`config.mk`:
```
export PLATFORM = sky130hd
export DESIGN_NAME = xor_arbiter
export DESIGN_NICKNAME = d
export VERILOG_FILES = /design/src/rtl/xor_arbiter.sv
export SDC_FILE = /design/constraint.sdc
export NUM_CORES = 1
export LEC_CHECK = 0
export CAP_MARGIN = 20
export CORE_MARGIN = 2
export CORE_UTILIZATION = 42
export CTS_BUF_LIST = sky130_fd_sc_hd__clkbuf_16
export CTS_CLUSTER_SIZE = 12
export DETAILED_ROUTE_END_ITERATION = 10
export GPL_ROUTABILITY_DRIVEN = 0
export PLACE_DENSITY = 0.86
export SLEW_MARGIN = 10
export SYNTH_ARGS = -nofsm -noshare
export SYNTH_HDL_FRONTEND = slang
export SYNTH_SLANG_ARGS = --single-unit
```
`constraint.sdc`:
```
create_clock -name clk -period 3.2 [get_ports clk]
set_input_delay 0.64 -clock clk [delete_from_list [all_inputs] [get_ports clk]]
set_output_delay 0.64 -clock clk [all_outputs]
set_load 0.01 [all_outputs]
```
`src/rtl/xor_arbiter.sv`:
```
// xor_arbiter: round-robin arbiter sharing one external bitwise-XOR datapath
// between two requesters. Accepted operands are registered onto xo_a/xo_b.
// The combinational result on xo_out is captured one cycle later and held
// until the consumer takes it.
module xor_arbiter #(
    parameter int WIDTH = 32
) (
    input  logic             clk,
    input  logic             rst_n,
    input  logic             req0_valid,
    input  logic             req1_valid,
    output logic             req0_ready,
    output logic             req1_ready,
    input  logic [WIDTH-1:0] req0_a,
    input  logic [WIDTH-1:0] req0_b,
    input  logic [WIDTH-1:0] req1_a,
    input  logic [WIDTH-1:0] req1_b,
    output logic [WIDTH-1:0] xo_a,
    output logic [WIDTH-1:0] xo_b,
    input  logic [WIDTH-1:0] xo_out,
    output logic             res_valid,
    input  logic             res_ready,
    output logic [WIDTH-1:0] res_data,
    output logic             res_id,
    output logic             busy
);

    typedef enum logic [1:0] {
        IDLE = 2'd0,
        EXEC = 2'd1,
        HOLD = 2'd2
    } state_t;

    state_t state;

    // Holds the most recently granted requester; reset value 1 gives requester 0 first priority.
    logic rr_ptr;
    logic gnt0;
    logic gnt1;

    // Round-robin grant: a lone requester always wins; on contention the one not granted last wins.
    always_comb begin
        gnt0 = req0_valid && (!req1_valid || rr_ptr);
        gnt1 = req1_valid && (!req0_valid || !rr_ptr);
    end

    // Ready is only offered in IDLE, and is suppressed while reset is held.
    assign req0_ready = rst_n && (state == IDLE) && gnt0;
    assign req1_ready = rst_n && (state == IDLE) && gnt1;

    // Control FSM: accept operands in IDLE, capture the XOR result in EXEC, hold it in HOLD.
    always_ff @(posedge clk or negedge rst_n) begin
        if (!rst_n) begin
            state     <= IDLE;
            rr_ptr    <= 1'b1;
            xo_a      <= '0;
            xo_b      <= '0;
            res_valid <= 1'b0;
            res_data  <= '0;
            res_id    <= 1'b0;
            busy      <= 1'b0;
        end else begin
            case (state)
                IDLE: begin
                    if (gnt0 || gnt1) begin
                        xo_a   <= gnt1 ? req1_a : req0_a;
                        xo_b   <= gnt1 ? req1_b : req0_b;
                        res_id <= gnt1;
                        rr_ptr <= gnt1;
                        busy   <= 1'b1;
                        state  <= EXEC;
                    end
                end
                EXEC: begin
                    // The datapath has had a full cycle to settle on the registered operands.
                    res_data  <= xo_out;
                    res_valid <= 1'b1;
                    state     <= HOLD;
                end
                HOLD: begin
                    if (res_ready) begin
                        res_valid <= 1'b0;
                        busy      <= 1'b0;
                        state     <= IDLE;
                    end
                end
                default: begin
                    res_valid <= 1'b0;
                    busy      <= 1'b0;
                    state     <= IDLE;
                end
            endcase
        end
    end

endmodule

```
==> results of run 1 <==
## final cells by class
type                    count  area [um^2]  share of cell area [%]
inverters                   2         7.51                  0.0947
multi-input cells         176         2170                    27.4
well taps                 143          179                    2.26
clock buffers               9          225                    2.84
repair buffers            270         2710                    34.2
clock inverters             6         78.8                   0.995
flip-flops and latches    102         2550                    32.2
## power groups by stage
| stage | logic (W) | clock network, W | registers (W) |
|---|---|---|---|
| floorplan | 0.00156 | 0 | 0.00262 |
| global placement | 0.00360 | 0 | 0.00231 |
| detailed placement | 0.00370 | 0 | 0.00235 |
| CTS | 0.00371 | 0.00115 | 0.00235 |
| global route | 0.00385 | 0.00121 | 0.00243 |
| finish | 0.00365 | 0.00112 | 0.00234 |
## cells by family after synthesis
group	after synthesis
muxes	160
DFF	102
buffers and inverters	20
AOI/OAI and AO/OA	10
and+or+nand+nor	6
## layout by cell type, fill, tap and decap left out, types with 2 or more instances in the layout
cell,n
bufinv_16,2
buf_12,2
buf_4,4
clkdlybuf4s50_1,264
inv_1,3
clkinv_1,2
mux2_4,68
a21o_1,2
o21ai_0,2
dfrtp_1,101
clkbuf_16,9
nor2_1,4
mux2_2,92
## through the flow
stage                     hold WS [ns]  instances  utilization (%)  instance area [um^2]  worst slack (ns)
after floorplan                  0.344        298                -                  4840              1.25
after global placement           0.461        693             67.3                  7620             0.518
after detailed placement         0.467        693             67.3                  7620             0.489
after CTS                        0.470        708             70.0                  7930             0.483
after global routing             0.511        708             70.0                  7930             0.444
final                            0.446        708             70.0                  7930             0.480
## layer usage
| layer | wire (um) | up-vias | GRT usage [%] |
|---|---|---|---|
| met2 | 6670 | 172 | 37.1 |
| li1 | - | 1589 | - |
| met4 | 450 | 0 | 9.96 |
| met1 | 4690 | 1683 | 23.1 |
| met5 | 0 | - | 0 |
| met3 | 900 | 30 | 5.17 |
## cells in the mapped netlist
cell type / instances / area (um^2)
a21bo_2: 1 / 10.0
a31oi_1: 1 / 6.26
mux2_4: 68 / 1020
buf_2: 8 / 40.0
o32ai_1: 1 / 8.76
nor2_1: 4 / 15.0
o21a_1: 2 / 15.0
buf_4: 4 / 30.0
a21o_1: 2 / 15.0
clkbuf_1: 1 / 3.75
nand2_1: 1 / 3.75
a21oi_1: 1 / 5.00
inv_1: 2 / 7.51
buf_6: 5 / 56.3
nor2b_1: 1 / 6.26
mux2_2: 92 / 1040
dfstp_2: 1 / 26.3
o21ai_0: 2 / 10.0
dfrtp_1: 101 / 2530
## sequential cells by signal, indices dropped and copies added, names as in the netlist
signal and count:
xo_a 32, xo_b 32, res_id 1, res_valid 1, res_data 32, state 2
rr_ptr 1, busy 1
## critical path, stage by stage
cell and delay (ns):
clkdlybuf4s50_1 0.55, a21bo_4 0.26, nor2_1 0.09, clkdlybuf4s50_1 0.54
## final timing paths
| check | from | to | depth (start not counted) |
|---|---|---|---|
| worst max-delay path | req1_valid | req1_ready | 4 |
| worst min-delay path | rst_n | res_data[22] | 2 |
| worst max register to register | rr_ptr | xo_a[2] | 4 |
| worst min register to register | busy | busy | 1 |
| max in group asynchronous | rst_n | res_data[1] | 3 |
| min in group clk | busy | busy | 1 |
==> flow_summary.html, run 1 <==
<table>
<tr><th>Metric</th><th>Value</th></tr>
<tr><th colspan="2">Clocking</th></tr>
<tr><td>Count of H-tree levels built during CTS</td><td>3</td></tr>
<tr><td>Post-cts sizing count</td><td>0</td></tr>
<tr><td>CTS tree</td><td>built</td></tr>
<tr><td>Buffer levels on the longest clock path</td><td>2</td></tr>
<tr><td>Master cell of the clock root buffer</td><td>clkbuf_16</td></tr>
<tr><td>Total CTS buffers</td><td>9</td></tr>
<tr><td>Post-CTS setup buffers</td><td>0</td></tr>
<tr><td>Num Clock Sinks</td><td>~100</td></tr>
<tr><td>Hold-fix buffers, CTS</td><td>0</td></tr>
<tr><td>Clock latency of the later-clocked register in the worst-skew pair</td><td>roughly 0.33 ns</td></tr>
<tr><td>Worst-path clk slew</td><td>roughly 0.06 ns</td></tr>
<tr><th colspan="2">Timing</th></tr>
<tr><td>Top achievable clock speed</td><td>between 300 and 400 MHz</td></tr>
<tr><td>Unrepaired setup endpoints after global routing</td><td>false</td></tr>
<tr><td>Fin Setup TNS</td><td>0 ns</td></tr>
<tr><td>Worst Skew</td><td>around 0.004 ns</td></tr>
<tr><td>Period utilization</td><td>a little over four fifths</td></tr>
<tr><td>Min cycle time layout</td><td>2.72 ns</td></tr>
<tr><td>Actual transition at the worst max-transition pin</td><td>around 0.65 ns</td></tr>
<tr><td>Slew headroom</td><td>between 50% and 60%</td></tr>
<tr><td>Final Setup Violations</td><td>0</td></tr>
<tr><td>Number of hold-slack violations in the final timing report</td><td>0</td></tr>
<tr><td>Max Transition Viols Final</td><td>0</td></tr>
<tr><th colspan="2">Layout</th></tr>
<tr><td>Layout net count</td><td>726</td></tr>
<tr><td>Fraction of final layout cells with drive strength greater than 1</td><td>32.2%</td></tr>
<tr><td>Antenna diode count</td><td>0</td></tr>
<tr><td>Area Growth Syn to Fin</td><td>63.6%</td></tr>
<tr><td>Count of fill cells added during filler insertion</td><td>between 700 and 800</td></tr>
<tr><th colspan="2">Power</th></tr>
<tr><td>Static leakage power</td><td>between 3 and 4 nW</td></tr>
<tr><td>Power spent charging and discharging nets</td><td>0.00212 W</td></tr>
<tr><td>Relative contribution of combinational cells to total power</td><td>51.3%</td></tr>
<tr><td>Switching share of power</td><td>29.8%</td></tr>
<tr><td>Post-route total power</td><td>around 0.0071 W</td></tr>
<tr><td>Internal Power</td><td>approximately 0.005 W</td></tr>
<tr><td>Seq pwr share</td><td>32.9%</td></tr>
<tr><td>Share of power burned in the clock network</td><td>15.8%</td></tr>
<tr><td>Power density over the cells</td><td>around 900 nW/um^2</td></tr>
<tr><td>Largest vdd supply drop</td><td>roughly 0.5 mV</td></tr>
<tr><th colspan="2">Status</th></tr>
<tr><td>Status</td><td>finished, final reports clean</td></tr>
<tr><th colspan="2">Detailed routing</th></tr>
<tr><td>Wire length per cell</td><td>18.0 um</td></tr>
<tr><td>Residual DRC</td><td>0</td></tr>
<tr><td>First-pass DRT Iterations</td><td>4</td></tr>
<tr><td>Total detailed-routing wirelength</td><td>approximately 13000 um</td></tr>
<tr><td>Via count</td><td>about 3500</td></tr>
<tr><td>Vias per cell</td><td>between 4 and 5</td></tr>
<tr><td>Remaining number of nets flagged by the antenna check after routing</td><td>0</td></tr>
<tr><td>1st-iter DRT viols</td><td>just under 90</td></tr>
<tr><th colspan="2">Global route</th></tr>
<tr><td>Wire length of the first global-routing pass</td><td>about 20000 um</td></tr>
<tr><td>Remaining global-route overflow</td><td>0</td></tr>
<tr><td>Pin count of the biggest net entering global routing</td><td>just under 70</td></tr>
<tr><td>Via count of the first global-routing pass</td><td>between 3000 and 4000</td></tr>
<tr><td>Overall fraction of global-route tracks in use</td><td>about a fifth</td></tr>
<tr><td>Antenna violations before repair</td><td>0</td></tr>
<tr><th colspan="2">Floorplanning</th></tr>
<tr><td>Starting utilization of the core area</td><td>around 43%</td></tr>
<tr><td>Std-Cell Rows</td><td>39</td></tr>
<tr><td>Floorplan Core Area</td><td>between 10000 and 15000 um^2</td></tr>
<tr><td>Die Height</td><td>~110 um</td></tr>
<tr><td>Area of the die</td><td>between 10000 and 15000 um^2</td></tr>
<tr><td>Die width</td><td>about 110 um</td></tr>
<tr><td>Count of pins on the block boundary</td><td>266</td></tr>
<tr><th colspan="2">Yosys</th></tr>
<tr><td>Dominant combinational cell family by area after synthesis</td><td>multiplexers</td></tr>
<tr><td>Number of library cell types mapped by synthesis</td><td>19</td></tr>
<tr><td>Gate count of the mapped netlist</td><td>between 200 and 300</td></tr>
<tr><td>Synthesized area divided by synthesized cell count</td><td>~16 um^2</td></tr>
<tr><td>Fraction of the mapped netlist area in adder cells</td><td>0%</td></tr>
<tr><td>Post-Synthesis Net Count</td><td>between 400 and 500</td></tr>
<tr><td>Register bit count reported by yosys</td><td>approximately 100</td></tr>
<tr><td>Cell area after synthesis</td><td>between 4000 and 5000 um^2</td></tr>
<tr><td>Seq/Total Area, Yosys</td><td>52.7%</td></tr>
<tr><td>Post-Synth Simple-Gate Area</td><td>0.517%</td></tr>
<tr><td>Multiplexer share of the synthesized area</td><td>42.5%</td></tr>
<tr><td>Synth Area in XOR/XNOR</td><td>0%</td></tr>
<tr><td>Warning count from the yosys run</td><td>0</td></tr>
<tr><td>Fraction of the mapped netlist area in compound gates</td><td>under 10%</td></tr>
<tr><th colspan="2">Place</th></tr>
<tr><td>Number of I/O port buffers</td><td>approximately 270</td></tr>
<tr><td>Post-DP HPWL</td><td>9510 um</td></tr>
<tr><th colspan="2">Job</th></tr>
<tr><td>Max-capacitance violation count</td><td>0</td></tr>
<tr><th colspan="2">Critical path</th></tr>
<tr><td>Crit. End Element</td><td>primary output</td></tr>
<tr><td>Crit-path max FO</td><td>4</td></tr>
<tr><td>CP Data Arrival Time</td><td>2.08 ns</td></tr>
<tr><td>Nature of the critical path startpoint</td><td>primary input</td></tr>
<tr><td>R2r setup slk</td><td>between 1 and 1.5 ns</td></tr>
<tr><td>Worst Path Required</td><td>between 2 and 3 ns</td></tr>
<tr><td>Path type of the worst setup path</td><td>in -&gt; out</td></tr>
<tr><th colspan="2">Min path</th></tr>
<tr><td>Worst hold path type</td><td>in -&gt; async</td></tr>
</table>
Power figures use the tool's default switching activity.
==> run 2, diff against run 1 <==
--- a/config.mk
+++ b/config.mk
@@ -7,12 +7,12 @@
 export LEC_CHECK = 0
 export CAP_MARGIN = 20
 export CORE_MARGIN = 2
-export CORE_UTILIZATION = 42
+export CORE_UTILIZATION = 39
 export CTS_BUF_LIST = sky130_fd_sc_hd__clkbuf_16
 export CTS_CLUSTER_SIZE = 12
 export DETAILED_ROUTE_END_ITERATION = 10
 export GPL_ROUTABILITY_DRIVEN = 0
-export PLACE_DENSITY = 0.86
+export PLACE_DENSITY = 0.81
 export SLEW_MARGIN = 10
 export SYNTH_ARGS = -nofsm -noshare
 export SYNTH_HDL_FRONTEND = slang
==> constraint.sdc (replaced) <==
create_clock -name clk -period 2.6 [get_ports clk]
set_input_delay 0.52 -clock clk [delete_from_list [all_inputs] [get_ports clk]]
set_output_delay 0.52 -clock clk [all_outputs]
set_load 0.01 [all_outputs]
==> run 2 against run 1 <==
  * Wire length down 0.89%
  * Largest power group unchanged
  * Sequential cell count unchanged
  * Clock-buffer cell count did not move
  * Sequential power up 22%
  * Sequential share of layout area hardly changed
  * Final cell count increased by 3.7%
  * Power increased by 21%
==> flow_summary.html, run 2 (synthesis results as in run 1) <==
<table>
<tr><th>Metric</th><th>Value</th></tr>
<tr><th colspan="2">Clocking</th></tr>
<tr><td>Hold-fix buffers, CTS</td><td>0 (unchanged)</td></tr>
<tr><td>Master cell of the clock root buffer</td><td>clkbuf_16 (unchanged)</td></tr>
<tr><td>Post-CTS setup buffers</td><td>0 (unchanged)</td></tr>
<tr><td>Count of H-tree levels built during CTS</td><td>3 (unchanged)</td></tr>
<tr><td>Num Clock Sinks</td><td>102 (unchanged)</td></tr>
<tr><td>CTS tree</td><td>built (unchanged)</td></tr>
<tr><td>Post-cts sizing count</td><td>0 (unchanged)</td></tr>
<tr><td>Buffer levels on the longest clock path</td><td>2 (unchanged)</td></tr>
<tr><td>Worst-path clk slew</td><td>0.07 ns (was 0.06 ns)</td></tr>
<tr><td>Clock latency of the later-clocked register in the worst-skew pair</td><td>0.33 ns (about the same)</td></tr>
<tr><td>Total CTS buffers</td><td>9 (unchanged)</td></tr>
<tr><th colspan="2">Global route</th></tr>
<tr><td>Wire length of the first global-routing pass</td><td>19300 um (was 20300 um)</td></tr>
<tr><td>Global Route met1 Usage</td><td>22.3% (was 23.1%)</td></tr>
<tr><td>Via count of the first global-routing pass</td><td>3615 (was 3925)</td></tr>
<tr><td>Met2 Usage GRT</td><td>32.6% (was 37.1%)</td></tr>
<tr><td>Remaining global-route overflow</td><td>0 (unchanged)</td></tr>
<tr><td>Antenna violations before repair</td><td>0 (unchanged)</td></tr>
<tr><td>Pin count of the biggest net entering global routing</td><td>68 (unchanged)</td></tr>
<tr><td>GRT busiest layer</td><td>met2 (unchanged)</td></tr>
<tr><td>Met3 Track Usage GR</td><td>5.18% (was 5.17%)</td></tr>
<tr><td>Overall fraction of global-route tracks in use</td><td>18.7% (was 20.7%)</td></tr>
<tr><th colspan="2">Detailed routing</th></tr>
<tr><td>Vias per cell</td><td>4.69 (was 4.91)</td></tr>
<tr><td>Total detailed-routing wirelength</td><td>12600 um (was 12700 um)</td></tr>
<tr><td>First-pass DRT Iterations</td><td>4 (unchanged)</td></tr>
<tr><td>Residual DRC</td><td>0 (unchanged)</td></tr>
<tr><td>1st-iter DRT viols</td><td>124 (was 87)</td></tr>
<tr><td>Via count</td><td>3441 (was 3474)</td></tr>
<tr><td>Remaining number of nets flagged by the antenna check after routing</td><td>0 (unchanged)</td></tr>
<tr><td>Wire length per cell</td><td>17.2 um (was 18.0 um)</td></tr>
<tr><th colspan="2">Floorplanning</th></tr>
<tr><td>Std-Cell Rows</td><td>40 (was 39)</td></tr>
<tr><td>Die width</td><td>115 um (was 111 um)</td></tr>
<tr><td>Area of the die</td><td>13300 um^2 (was 12400 um^2)</td></tr>
<tr><td>Count of pins on the block boundary</td><td>266 (unchanged)</td></tr>
<tr><td>Floorplan Core Area</td><td>12100 um^2 (was 11300 um^2)</td></tr>
<tr><td>Starting utilization of the core area</td><td>40.2% (was 42.8%)</td></tr>
<tr><td>Die Height</td><td>115 um (was 111 um)</td></tr>
<tr><th colspan="2">Layout</th></tr>
<tr><td>Layout net count</td><td>726 (unchanged)</td></tr>
<tr><td>Antenna diode count</td><td>0 (unchanged)</td></tr>
<tr><td>Commonest cells after routing, fill and taps aside</td><td>264 x clkdlybuf4s50_1, 101 x dfrtp_1, 92 x mux2_2, 68 x mux2_4, 9 x clkbuf_16 (unchanged)</td></tr>
<tr><td>Most common cell after layout, fill and taps aside</td><td>clkdlybuf4s50_1 (unchanged)</td></tr>
<tr><td>Fraction of final layout cells with drive strength greater than 1</td><td>32.9% (was 32.2%)</td></tr>
<tr><td>Count of fill cells added during filler insertion</td><td>894 (was 796)</td></tr>
<tr><td>Largest regs</td><td>res_data (32), xo_a (32), xo_b (32) (unchanged)</td></tr>
<tr><td>Number of non-filler instances in the completed layout</td><td>734 (was 708)</td></tr>
<tr><td>Total area of multi-input combinational cells</td><td>2170 um^2 (unchanged)</td></tr>
<tr><td>Area Growth Syn to Fin</td><td>63.8% (was 63.6%)</td></tr>
<tr><td>Register area</td><td>2550 um^2 (unchanged)</td></tr>
<tr><th colspan="2">Timing</th></tr>
<tr><td>WHS</td><td>0.265 ns (was 0.446 ns)</td></tr>
<tr><td>Actual transition at the worst max-transition pin</td><td>0.752 ns (was 0.654 ns)</td></tr>
<tr><td>PnR worst setup slack</td><td>0.106 ns (was 0.480 ns)</td></tr>
<tr><td>Fin Setup TNS</td><td>0 ns (unchanged)</td></tr>
<tr><td>Max Transition Viols Final</td><td>0 (unchanged)</td></tr>
<tr><td>Slew headroom</td><td>49.9% (was 56.4%)</td></tr>
<tr><td>Unrepaired setup endpoints after global routing</td><td>false (unchanged)</td></tr>
<tr><td>Min cycle time layout</td><td>2.49 ns</td></tr>
<tr><td>Number of hold-slack violations in the final timing report</td><td>0 (unchanged)</td></tr>
<tr><td>Top achievable clock speed</td><td>401 MHz</td></tr>
<tr><td>Final Setup Violations</td><td>0 (unchanged)</td></tr>
<tr><td>Period utilization</td><td>between 90% and 100%</td></tr>
<tr><td>Worst Skew</td><td>0.00743 ns (was 0.00410 ns)</td></tr>
<tr><th colspan="2">Power</th></tr>
<tr><td>Relative contribution of combinational cells to total power</td><td>52.2% (was 51.3%)</td></tr>
<tr><td>Post-route total power</td><td>0.00861 W (was 0.00711 W)</td></tr>
<tr><td>Power spent charging and discharging nets</td><td>0.00264 W (was 0.00212 W)</td></tr>
<tr><td>Seq pwr share</td><td>33.2% (was 32.9%)</td></tr>
<tr><td>Switching share of power</td><td>30.6% (was 29.8%)</td></tr>
<tr><td>Power density over the cells</td><td>1090 nW/um^2 (was 898 nW/um^2)</td></tr>
<tr><td>Static leakage power</td><td>3.35 nW (was 3.38 nW)</td></tr>
<tr><td>Internal Power</td><td>0.00598 W (was 0.00500 W)</td></tr>
<tr><td>Largest vdd supply drop</td><td>0.536 mV (was 0.496 mV)</td></tr>
<tr><td>Share of power burned in the clock network</td><td>14.6% (was 15.8%)</td></tr>
<tr><th colspan="2">Status</th></tr>
<tr><td>Status</td><td>finished, final reports clean (unchanged)</td></tr>
<tr><th colspan="2">Job</th></tr>
<tr><td>Max-capacitance violation count</td><td>0 (unchanged)</td></tr>
<tr><th colspan="2">Critical path</th></tr>
<tr><td>Worst Path Required</td><td>2.08 ns (was 2.56 ns)</td></tr>
<tr><td>R2r worst-path depth</td><td>4 (unchanged)</td></tr>
<tr><td>Crit. End Element</td><td>primary output (unchanged)</td></tr>
<tr><td>Nature of the critical path startpoint</td><td>flop (was primary input)</td></tr>
<tr><td>Crit-path max FO</td><td>5 (was 4)</td></tr>
<tr><td>Path type of the worst setup path</td><td>reg -&gt; out (was in -&gt; out)</td></tr>
<tr><td>CP Data Arrival Time</td><td>1.97 ns (was 2.08 ns)</td></tr>
<tr><th colspan="2">Min path</th></tr>
<tr><td>Worst hold path type</td><td>in -&gt; async (unchanged)</td></tr>
<tr><th colspan="2">Place</th></tr>
<tr><td>Setup slack at placement</td><td>0.133 ns (was 0.489 ns)</td></tr>
<tr><td>Number of placed instances, taps included</td><td>718 (was 693)</td></tr>
<tr><td>Post-DP HPWL</td><td>9580 um (was 9510 um)</td></tr>
<tr><td>Number of I/O port buffers</td><td>265 (unchanged)</td></tr>
</table>
==> run 2: cell types whose count changed in the layout (fill, tap and decap cells not counted), sizes merged <==
cell	change
inv	+1
bufinv	-2
clkinv	-1
clkinvlp	+3
==> run 2: power by group through the flow <==
stage	clock network, W	registers, W	logic [W]
floorplan	0	0.00323	0.00192
global placement	0	0.00285	0.00445
detailed placement	0	0.00289	0.00454
CTS	0.00130	0.00287	0.00455
global route	0.00137	0.00297	0.00476
finish	0.00125	0.00286	0.00450
==> run 2: worst paths after layout <==
check	from	endpoint	slack, ns
min	rst_n	res_data[8]	0.27
max reg2reg	state[1]	xo_a[5]	0.70
min reg2reg	res_valid	res_valid	0.48
max	state[1]	req0_ready	0.11
min in group clk	res_valid	res_valid	0.48
max in group asynchronous	rst_n	xo_b[29]	1.15
==> run 2: layout make-up <==
cell class / count / area share [%]
multi-input cells: 176 / 27.3
flip-flops and latches: 102 / 32.2
repair buffers: 270 / 34.2
inverters: 2 / 0.0946
clock buffers: 9 / 2.84
well taps: 168 / 2.65
clock inverters: 7 / 0.710
==> run 2: critical path, stage by stage (launching register included) <==
cell	delay (ns)
dfrtp_1	0.43
nor2_1	0.35
nand2_1	0.15
nor2_1	0.16
clkdlybuf4s50_1	0.55
==> run 2: metrics by stage <==
stage,cell area [um^2],util [%]
after detailed placement,7650,63.4
after global placement,7650,63.4
after global routing,7930,65.8
final,7930,65.8
after floorplan,4840,-
after CTS,7930,65.8
==> run 2: layer usage <==
metal | vias up | wire length (um)
met5 | - | 0
met1 | 1673 | 4910
li1 | 1595 | -
met2 | 160 | 6460
met3 | 13 | 1020
met4 | 0 | 200
